## config.mk

```make
export PLATFORM = sky130hd
export DESIGN_NAME = mux_rr_arbiter
export DESIGN_NICKNAME = d
export VERILOG_FILES = /design/src/rtl/mux_rr_arbiter.sv
export SDC_FILE = /design/constraint.sdc
export NUM_CORES = 1
export LEC_CHECK = 0
export ABC_AREA = 1
export ABC_CLOCK_PERIOD_IN_PS = 3200
export BUFFER_PORTS_ARGS = -buffer_cell sky130_fd_sc_hd__buf_2
export CAP_MARGIN = 20
export CORE_MARGIN = 1
export CORE_UTILIZATION = 48
export DETAILED_ROUTE_END_ITERATION = 7
export GPL_TIMING_DRIVEN = 0
export PLACE_DENSITY_LB_ADDON = 0.15
export SLEW_MARGIN = 30
export SYNTH_ARGS = -nofsm -noshare
export SYNTH_HDL_FRONTEND = slang
export SYNTH_SLANG_ARGS = --single-unit
```

## constraint.sdc

```tcl
create_clock -name clk -period 3.2 [get_ports clk]
set_input_delay 0.48 -clock clk [delete_from_list [all_inputs] [get_ports clk]]
set_output_delay 0.48 -clock clk [all_outputs]
set_load 0.02 [all_outputs]
```

## src/rtl/mux_rr_arbiter.sv

```systemverilog
// Round-robin arbiter that drives the selects of a downstream 16-way mux.
// Optional grant-hold limit enabled by defining MUX_RR_ARBITER_TIMEOUT_EN.
module mux_rr_arbiter #(
    parameter int unsigned NINPUTS  = 4,
    parameter int unsigned MAX_HOLD = 16
) (
    input  logic        clk,
    input  logic        rst_n,
    input  logic [15:0] req,
    input  logic        done,
    output logic [3:0]  sel_bin,
    output logic [15:0] sel_onehot,
    output logic        grant_valid,
    output logic        grant_pulse,
    output logic        timeout
);

    typedef enum logic [1:0] {
        IDLE,
        GRANT,
        RELEASE
    } state_e;

    state_e      state_q, state_d;
    logic [3:0]  sel_q, sel_d;
    logic [3:0]  last_q, last_d;
    logic [15:0] onehot_q, onehot_d;
    logic        valid_q, valid_d;
    logic        pulse_q, pulse_d;

`ifdef MUX_RR_ARBITER_TIMEOUT_EN
    logic [7:0]  hold_q, hold_d;
    logic        timeout_q, timeout_d;
`endif

    logic [3:0]  winner;
    logic        found;
    int unsigned idx;

    // Search starts one past the last winner; only indices below NINPUTS are visited.
    always_comb begin
        winner = '0;
        found  = 1'b0;
        idx    = 0;
        for (int unsigned k = 1; k <= NINPUTS; k++) begin
            idx = 32'(last_q) + k;
            if (idx >= NINPUTS) begin
                idx = idx - NINPUTS;
            end
            if (!found && req[idx[3:0]]) begin
                found  = 1'b1;
                winner = idx[3:0];
            end
        end
    end

    always_comb begin
        state_d  = state_q;
        sel_d    = sel_q;
        onehot_d = onehot_q;
        last_d   = last_q;
        valid_d  = valid_q;
        pulse_d  = 1'b0;
`ifdef MUX_RR_ARBITER_TIMEOUT_EN
        hold_d    = hold_q;
        timeout_d = 1'b0;
`endif
        case (state_q)
            IDLE: begin
                if (found) begin
                    state_d  = GRANT;
                    sel_d    = winner;
                    onehot_d = 16'd1 << winner;
                    last_d   = winner;
                    valid_d  = 1'b1;
                    pulse_d  = 1'b1;
`ifdef MUX_RR_ARBITER_TIMEOUT_EN
                    hold_d   = '0;
`endif
                end
            end
            GRANT: begin
`ifdef MUX_RR_ARBITER_TIMEOUT_EN
                hold_d = hold_q + 8'd1;
`endif
                // A voluntary release outranks a forced one in the same cycle.
                if (done || !req[sel_q]) begin
                    state_d = RELEASE;
                    valid_d = 1'b0;
                end
`ifdef MUX_RR_ARBITER_TIMEOUT_EN
                else if (hold_q == 8'(MAX_HOLD - 1)) begin
                    state_d   = RELEASE;
                    valid_d   = 1'b0;
                    timeout_d = 1'b1;
                end
`endif
            end
            RELEASE: begin
                state_d = IDLE;
                valid_d = 1'b0;
            end
            default: begin
                state_d = IDLE;
                valid_d = 1'b0;
            end
        endcase
    end

    always_ff @(posedge clk) begin
        if (!rst_n) begin
            state_q  <= IDLE;
            sel_q    <= '0;
            onehot_q <= '0;
            last_q   <= 4'(NINPUTS - 1);
            valid_q  <= 1'b0;
            pulse_q  <= 1'b0;
`ifdef MUX_RR_ARBITER_TIMEOUT_EN
            hold_q    <= '0;
            timeout_q <= 1'b0;
`endif
        end else begin
            state_q  <= state_d;
            sel_q    <= sel_d;
            onehot_q <= onehot_d;
            last_q   <= last_d;
            valid_q  <= valid_d;
            pulse_q  <= pulse_d;
`ifdef MUX_RR_ARBITER_TIMEOUT_EN
            hold_q    <= hold_d;
            timeout_q <= timeout_d;
`endif
        end
    end

    assign sel_bin     = sel_q;
    assign sel_onehot  = onehot_q;
    assign grant_valid = valid_q;
    assign grant_pulse = pulse_q;
`ifdef MUX_RR_ARBITER_TIMEOUT_EN
    assign timeout     = timeout_q;
`else
    assign timeout     = 1'b0;
`endif

endmodule

```

# == Yosys cells after proc, flatten, opt, wreduce, memory -nomap -nowiden ==
# Index checks and enable logic that the tools add are counted.
# word_totals
ff_bits,28
in_bits,19
word_cells,68
# op_classes
addsub,8
order_cmp,9
eq_ne,3
n_shift,1
muxes,29
n_reduce_logical,12
# ops
cell,count
4-bit 2-to-1 mux,8
4-bit by 5-bit < comparator with 1-bit output (second input constant),5
1-bit binary-select mux with 4-bit select,5
5-bit by 3-bit greater-or-equal comparator with 1-bit output (second input constant),4
1-bit by 4-bit left shift with 16-bit output (first input constant),1
4-bit by 3-bit subtractor with 4-bit output (second input constant),4
1-bit 2-to-1 mux,12
4-bit by 2-bit adder with 5-bit output (second input constant),2
2-bit AND reduction,3
4-bit by 1-bit adder with 5-bit output (second input constant),1
4-bit by 3-bit adder with 5-bit output (second input constant),1
1-bit zero test,4
2-bit 2-to-1 mux,2
2-bit inequality test (second input constant),2
2-bit case mux with 2 select lines,1
1-bit logical AND,3
2-bit by 1-bit == test with 1-bit output (second input constant),1
2-bit zero test,1
1-bit case mux with 2 select lines,1
1-bit logical OR,1

# == Longest topological paths before layout ==
# Gate-level depths: netlist of the first run.
# logic_depth
ltp_word,17
depth_mapped,24
depth_no_buf,23

# == Worst setup path before layout of the first run ==
# No wires, ideal clock.
# synth_path
path_kind,reg-to-reg
from,reg sel_bin[2] (netlist name)
to,"reg sel_q[2], in the netlist sel_bin[2]"
arrival_ns,2.570
path_slack_ns,0.507
path_stages_with_launch,20
n_path_buf,0
period_less_slack_ns,2.693
cell_sequence,dfxtp_1 > ha_1 > nand3_2 > nand2_2 > inv_2 > ha_1 > nand2_1 > nand2_4 > nor2_4 > nand2_4 > nand2_4 > nand3_1 > nand2_4 > nand2_4 > nor2_8 > nand3_2 > nand2_4 > inv_1 > o21ai_0 > a21oi_1
# synth_lines
element,line_no,source
to (signal assigned),124,sel_q <= sel_d;
to (decl),25,"logic [3:0] sel_q, sel_d;"

==> results of run 1 <==
## layout by cell type, fill, tap and decap left out, types with 10 or more instances in the layout
| master | instances |
|---|---|
| a21oi_1 | 18 |
| buf_2 | 41 |
| dfxtp_1 | 22 |
| ha_1 | 15 |
| inv_1 | 27 |
| nand2_1 | 144 |
| nand2_2 | 18 |
| nand2_4 | 10 |
| nand3_1 | 55 |
| nor2_1 | 18 |
## area by class of cell
class / count / area [um^2] / share of cell area [%]
Timing Repair Buffer: 42 / 215.2 / 7.122
Tap cell: 70 / 87.58 / 2.899
Sequential cell: 25 / 506.7 / 16.77
Multi-Input combinational cell: 340 / 1899 / 62.86
Clock inverter: 1 / 7.507 / 0.2484
Buffer: 14 / 132.6 / 4.389
Inverter: 35 / 131.4 / 4.348
Clock buffer: 3 / 41.29 / 1.366
## metal layers
| layer | up-vias | routed length [um] | track usage, % |
|---|---|---|---|
| met5 | - | 0 | 0 |
| met4 | 0 | 65 | 3.462 |
| met3 | 9 | 416 | 2.395 |
| met1 | 1265 | 3263 | 33.02 |
| li1 | 1436 | - | - |
| met2 | 83 | 3371 | 43.15 |
## kinds of logic (layout without fill, tap and decap cells)
family / Yosys count / count (layout)
AOI/OAI and AO/OA: 44 / 45
xor gates and xnor gates: 1 / 1
adders and majority gates: 15 / 15
buffers and inverters: 49 / 95
DFF: 25 / 25
other: 1 / 1
and+or+nand+nor: 278 / 278
## stage by stage
| stage | setup slack (ps) | std cells | area [um^2] | TNS [ps] | hold WS, ps |
|---|---|---|---|---|---|
| finish | 262.8 | 530 | 3022 | 0 | 456.6 |
| global route | -11.02 | 530 | 3022 | -11.02 | 466.6 |
| CTS | 31.62 | 527 | 2984 | 0 | 455.8 |
| detailed placement | 68.59 | 523 | 2935 | 0 | 441.5 |
| global placement | 139.7 | 523 | 2935 | 0 | 432.6 |
| floorplan | 506.8 | 413 | 2648 | 0 | 422.8 |
## worst max-delay path, cell delays in order, from the launching register on
cell,delay (ps)
dfxtp_2,480
inv_2,160
ha_1,360
ha_1,190
nand2_1,70
nand2_1,50
nor2_1,110
nand2_2,80
nand2_1,120
clkinv_1,140
nand3_1,130
nand2_2,130
nand2_4,140
nor2_4,40
nand2_1,80
nand2_2,110
a21oi_2,270
nand2_1,110
a21oi_2,120
## worst paths after layout
path | depth (start not counted) | start | endpoint
worst max-delay path | 18 | sel_bin[2] | sel_onehot[15]
worst min register to register | 1 | state_q[1] | state_q[1]
worst max register to register | 18 | sel_bin[2] | sel_onehot[15]
worst min-delay path | 1 | state_q[1] | state_q[1]
## registers in the layout, indices dropped and copies added, names as in the netlist
register	count
sel_onehot	16
state_q	2
sel_bin	4
grant_pulse	1
last_q	2
## timing repair
item,CTS,global route
endpoints found under the setup margin,0,24
resized for setup,0,7
setup buffers,0,2
hold endpoints to repair,0,0
==> out/metrics.yaml, run 1 <==
status:
  status: "finished, final reports clean"
route:
  via_per_inst: 5.270
  drt_wl_total_mm: 7.117
  postRouteAntennaNets: 0
  drt_iter0_markers: 172
  vias: 2793
  first_pass_iters: 5
  wl_per_cell_um: 13.43
  post-route-drc-count: 0
yosys:
  synth_compound_area_share_pct: 10.59
  synth_top_area_share_pct: 20.42
  netlist_area_um2: 2648
  synth_cell_types: 36
  synth_most_common_cell: "nand2_1"
  yosys-top-cells-count: "nand2_1 (144), nand3_1 (56), inv_1 (27)"
  yosysSeqAreaShare_pct: 18.90
  syn_avg_cell_area_um2: 6.411
  synthMuxAreaShare_pct: 0
  synth_edf_count: 0
  syn_inst: 413
  synth_top_family_by_area: "simple AND/OR/NAND/NOR gates"
  async_reset_ff_share_pct: 0
  synth_seq_cells: 25
  synthXorXnorAreaFrac_pct: 0.3308
  yosys.area_share.simple_pct: 53.07
  synth_fa_ha_area_share_pct: 7.089
  synth_nets: 447
  yosys.area.top_type: "nand2_1"
  synth_top_cells_by_area: "nand2_1 (20%), dfxtp_1 (19%), nand3_1 (11%), ha_1 (7.1%), nand2_2 (4.3%)"
  ys_warn_count: 0
  synth_top_flop_cell: "dfxtp_1"
floorplanning:
  start_util_pct: 50.87
  coreArea_um2: 5205
  rows: 26
  dieArea_um2: 5816
  die_w_um: 76.27
  ios: 42
  die_height_um: 76.27
sta:
  fmax_mhz: 340.5
  fin_crit_sh_pct: 91.79
  fin_crit_ps: 2937
  finalSetupViolations: 0
  hold_violations: 0
  fin_worst_skew_ps: 2.589
  slew_viol_final: 0
clocking:
  cts_hold_buf: 0
  htreeDepth: 1
  clock_path_buffers: 2
  cts_sinks: 25
  worstSkewPairLatency_ps: 270
  clk_pin_slew_ps: 90
  numCtsBuffers: 3
  root_buffer: "clkbuf_8"
  cts_tree: "built"
final_layout:
  syn2layout_area_growth_pct: 14.13
  utilization_pct: 58.05
  nNetsFinal: 495
  layout-drive-gt1-share_pct: 28.48
  antenna_cells: 0
  fillCellCount: 521
setup_path:
  critPathArrivalTime_ps: 3150
  start_kind: "flip-flop"
  worstSetupPathType: "flip-flop to flip-flop"
  ff2ff_setup_slack_ps: 260
  worstPathRequired_ps: 3410
  end_kind: "flip-flop"
  crit_fanout: 9
global_route:
  antenna_found_initial: 0
  overflow: 0
  grt_util_all_layers_pct: 24.57
  grt_pass1_wl_mm: 11.61
  grt_max_degree: 16
  grt_pass1_vias: 2482
place:
  gp_congestion: 0.8929
  io_buffers: 40
  hpwl_mm: 5.655
run:
  max-cap-violations: 0
worst_hold_path:
  hp-class: "flip-flop to flip-flop"
Power of run 1 is left out: the tool's default activity adds up to more than one toggle a clock period on the data nets, which glitch-free logic cannot reach.
==> inputs of run 2 (changes only) <==
Settings changed: ABC_AREA 1 to default.
==> run 2 against run 1 <==
Net effect: the run now ends with setup timing left; count of clock-buffer cells in the layout unchanged; setup slack got worse by 550 ps; synthesized area decreased by 17%; die area decreased by 17%; critical path type unchanged; clock skew increased by 2.1 ps; design area increased by 15%; critical endpoint is now sel_onehot[10].
==> out/metrics.yaml, run 2 <==
yosys:
  synth_cell_types: 55  # +53%
  ys_warn_count: 0  # unchanged
  synth_seq_cells: 25  # unchanged
  syn_avg_cell_area_um2: 9.470  # +48%
  synth_edf_count: 0  # unchanged
  yosysSeqAreaShare_pct: 22.78  # +3.9 points
  synth_top_area_share_pct: 22.78  # +2.4 points
  yosys.area.top_type: "dfxtp_1"
  synth_nets: 266  # -40%
  async_reset_ff_share_pct: 0  # unchanged
  synth_top_flop_cell: "dfxtp_1"
  synth_most_common_cell: "dfxtp_1"
  synth_top_cells_by_area: "dfxtp_1 (23%), mux4_2 (15%), ha_1 (8.5%), o31ai_1 (4.8%), nand3_1 (3.9%)"
  syn_inst: 232  # -44%
  netlist_area_um2: 2197  # -17%
  yosys-top-cells-count: "dfxtp_1 (25), nand3_1 (17), nor2_1 (16)"
route:
  first_pass_iters: 4  # -1
  postRouteAntennaNets: 0  # unchanged
  post-route-drc-count: 0  # unchanged
  wl_per_cell_um: 19.91  # +48%
  drt_iter0_markers: 187  # +8.7%
  via_per_inst: 6.374  # +21%
  drt_wl_total_mm: 7.247  # +1.8%
  vias: 2320  # -17%
final_layout:
  postLayoutCellArea_um2: 3461  # +15%
  utilization_pct: 78.94  # +21 points
  layout-drive-gt1-share_pct: 61.54  # +33 points
  final_common_cell: "buf_2"
  nNetsFinal: 347  # -30%
  syn2layout_area_growth_pct: 57.52
  largest_reg_flops: 16  # unchanged
  antenna_cells: 0  # unchanged
  layout_common_cells: "buf_2 (40), buf_4 (33), dfxtp_1 (21), mux4_2 (17), nand3_1 (13)"
  fin_cells: 364  # -31%
floorplanning:
  rows: 24  # -7.7%
  die_height_um: 69.66  # -8.7%
  coreArea_um2: 4384  # -16%
  ios: 42  # unchanged
  start_util_pct: 50.11  # -0.75 points
  dieArea_um2: 4852  # -17%
  die_w_um: 69.66  # -8.7%
sta:
  fin_crit_ps: 3487  # +550.3 ps
  fin_crit_sh_pct: 109.0  # +17 points
  fmax_mhz: 286.7  # -16%
  relSlewSlack_pct: 61.09
  slew_viol_final: 0  # unchanged
  hold_violations: 0  # unchanged
  worst_slack_ps: -287.5  # -550.3 ps
  tightest_slew_ps: 579.5
  rsz0062_at_grt: "true"
  finalSetupViolations: 24  # +24
  fin_worst_skew_ps: 4.734  # +2.145 ps
setup_path:
  worstSetupPathType: "flip-flop to flip-flop"
  critPathArrivalTime_ps: 3680  # +530 ps
  path_depth: 13  # -5
  path_cells: "buf_8 > clkinvlp_4 > ha_4 > mux4_2 > and3_4 > a31o_4 > or3_4 > buf_4 > buf_6 > a311o_1 > o21ai_4 > o21ai_2 > o31ai_1"
  r2r-start: "last_q[1]"
  max_stage_delay_ps: 560  # +80 ps
  critPathSlowestCell: "mux4_2"
  r2r_cells: 13  # -5
  start_kind: "flip-flop"
  cp-endpoint: "sel_onehot[10]"
  crit_path_start: "last_q[1]"
  worstPathRequired_ps: 3390  # -20 ps
  end_kind: "flip-flop"
  crit_family: "compound AO/OA/AOI/OAI gates"
  crit_buf_inv: 4  # +2
  r2r-end: "sel_onehot[10]"
  crit_fanout: 5  # -4
  ff2ff_setup_slack_ps: -290  # -550 ps
status:
  status: "finished, violations left"
  violations: "setup timing"
clocking:
  cts_sinks: 25  # unchanged
  clk_pin_slew_ps: 90  # about the same
  worstSkewPairLatency_ps: 270  # about the same
  cts_tree: "built"
  htreeDepth: 1  # unchanged
  root_buffer: "clkbuf_8"
  clock_path_buffers: 2  # unchanged
  numCtsBuffers: 3  # unchanged
place:
  placed_cells: 324  # -38%
  io_buffers: 40  # unchanged
  gp_congestion: 0.9042  # +1.3%
  post_dp_cell_area_um2: 2597  # -12%
  hpwl_mm: 4.307  # -24%
  pre_cts_ws_ps: -668.6  # -737.2 ps
global_route:
  grt_pass1_wl_mm: 10.48  # -9.7%
  grt_max_degree: 17  # +1
  grt_pass1_vias: 1983  # -20%
  overflow: 0  # unchanged
  grt_util_all_layers_pct: 27.38  # +2.8 points
  antenna_found_initial: 0  # unchanged
run:
  max-cap-violations: 0  # unchanged
worst_hold_path:
  hp-class: "flip-flop to flip-flop"
[run 2: changes by cell type in the layout (fill, tap and decap cells not counted), sizes merged, moves of 4 or more]
cell and change:
mux4 +18, mux2i +4, nor3 +5, buf +34, o31ai +18, nor2 -19, a21oi -21, nand3 -48
nand2 -158, inv -24, xnor2 +4
[run 2: repair_timing]
| action | CTS | global route |
|---|---|---|
| setup endpoints to repair | 24 | 24 |
| gates cloned | 3 | 0 |
| hold buffers | 0 | 0 |
| pin swaps | 24 | 26 |
| resized for setup | 55 | 63 |
| buffers inserted | 23 | 14 |
[run 2: cell type report]
class                   count  area [um^2]
flip-flops and latches     25        513.0
clock buffers               3        41.29
clock inverters             1        8.758
well taps                  52        65.06
plain buffers              11        137.6
multi-input cells         181         2102
inverters                  11        56.30
repair buffers             80        536.8
fillers                   265        923.4
[run 2: worst min path at each step]
stage                         from        endpoint  slack (ps)  cells past startpoint
floorplan               state_q[1]      state_q[1]         410                      1
global placement        state_q[1]      state_q[1]         430                      1
detailed placement      state_q[1]      state_q[1]         440                      1
CTS                     state_q[1]      state_q[1]         460                      1
global route        sel_onehot[11]  sel_onehot[11]         500                      2
finish                  state_q[1]      state_q[1]         460                      1
[run 2: worst register-to-register path, stage by stage (launching register included)]
cell        delay (ps)
dfxtp_4            380
buf_8              100
clkinvlp_4         120
ha_4               350
mux4_2             570
and3_4             180
a31o_4             230
or3_4              350
buf_4              140
buf_6              120
a311o_1            310
o21ai_4            130
o21ai_2            170
o31ai_1            260
[run 2: cells by family after synthesis]
kind of cell | share of synthesized area [%]
flops | 22.78
compound gates | 21.64
buf+inv | 5.410
xor+xnor | 2.790
mux | 22.32
other cells | 0.1707
fa+ha+maj | 8.542
simple gates | 16.35
[run 2: metrics by stage]
step | TNS [ps] | hold slack, ps
floorplan | -1804 | 414.8
global placement | -11950 | 431.3
detailed placement | -12450 | 441.7
CTS | -3685 | 455.1
global route | -7089 | 501.6
finish | -5054 | 457.3
[run 2: per-layer routing]
metal  up-vias  share of wire (%)  global-route usage [%]
met4         0               0.90                   2.000
met5         -                  0                       0
met3         7                5.7                   3.924
met1      1166                 46                   41.62
met2        77                 47                   43.26
li1       1070                  -                       -
Power of run 2 is left out for the same reason.
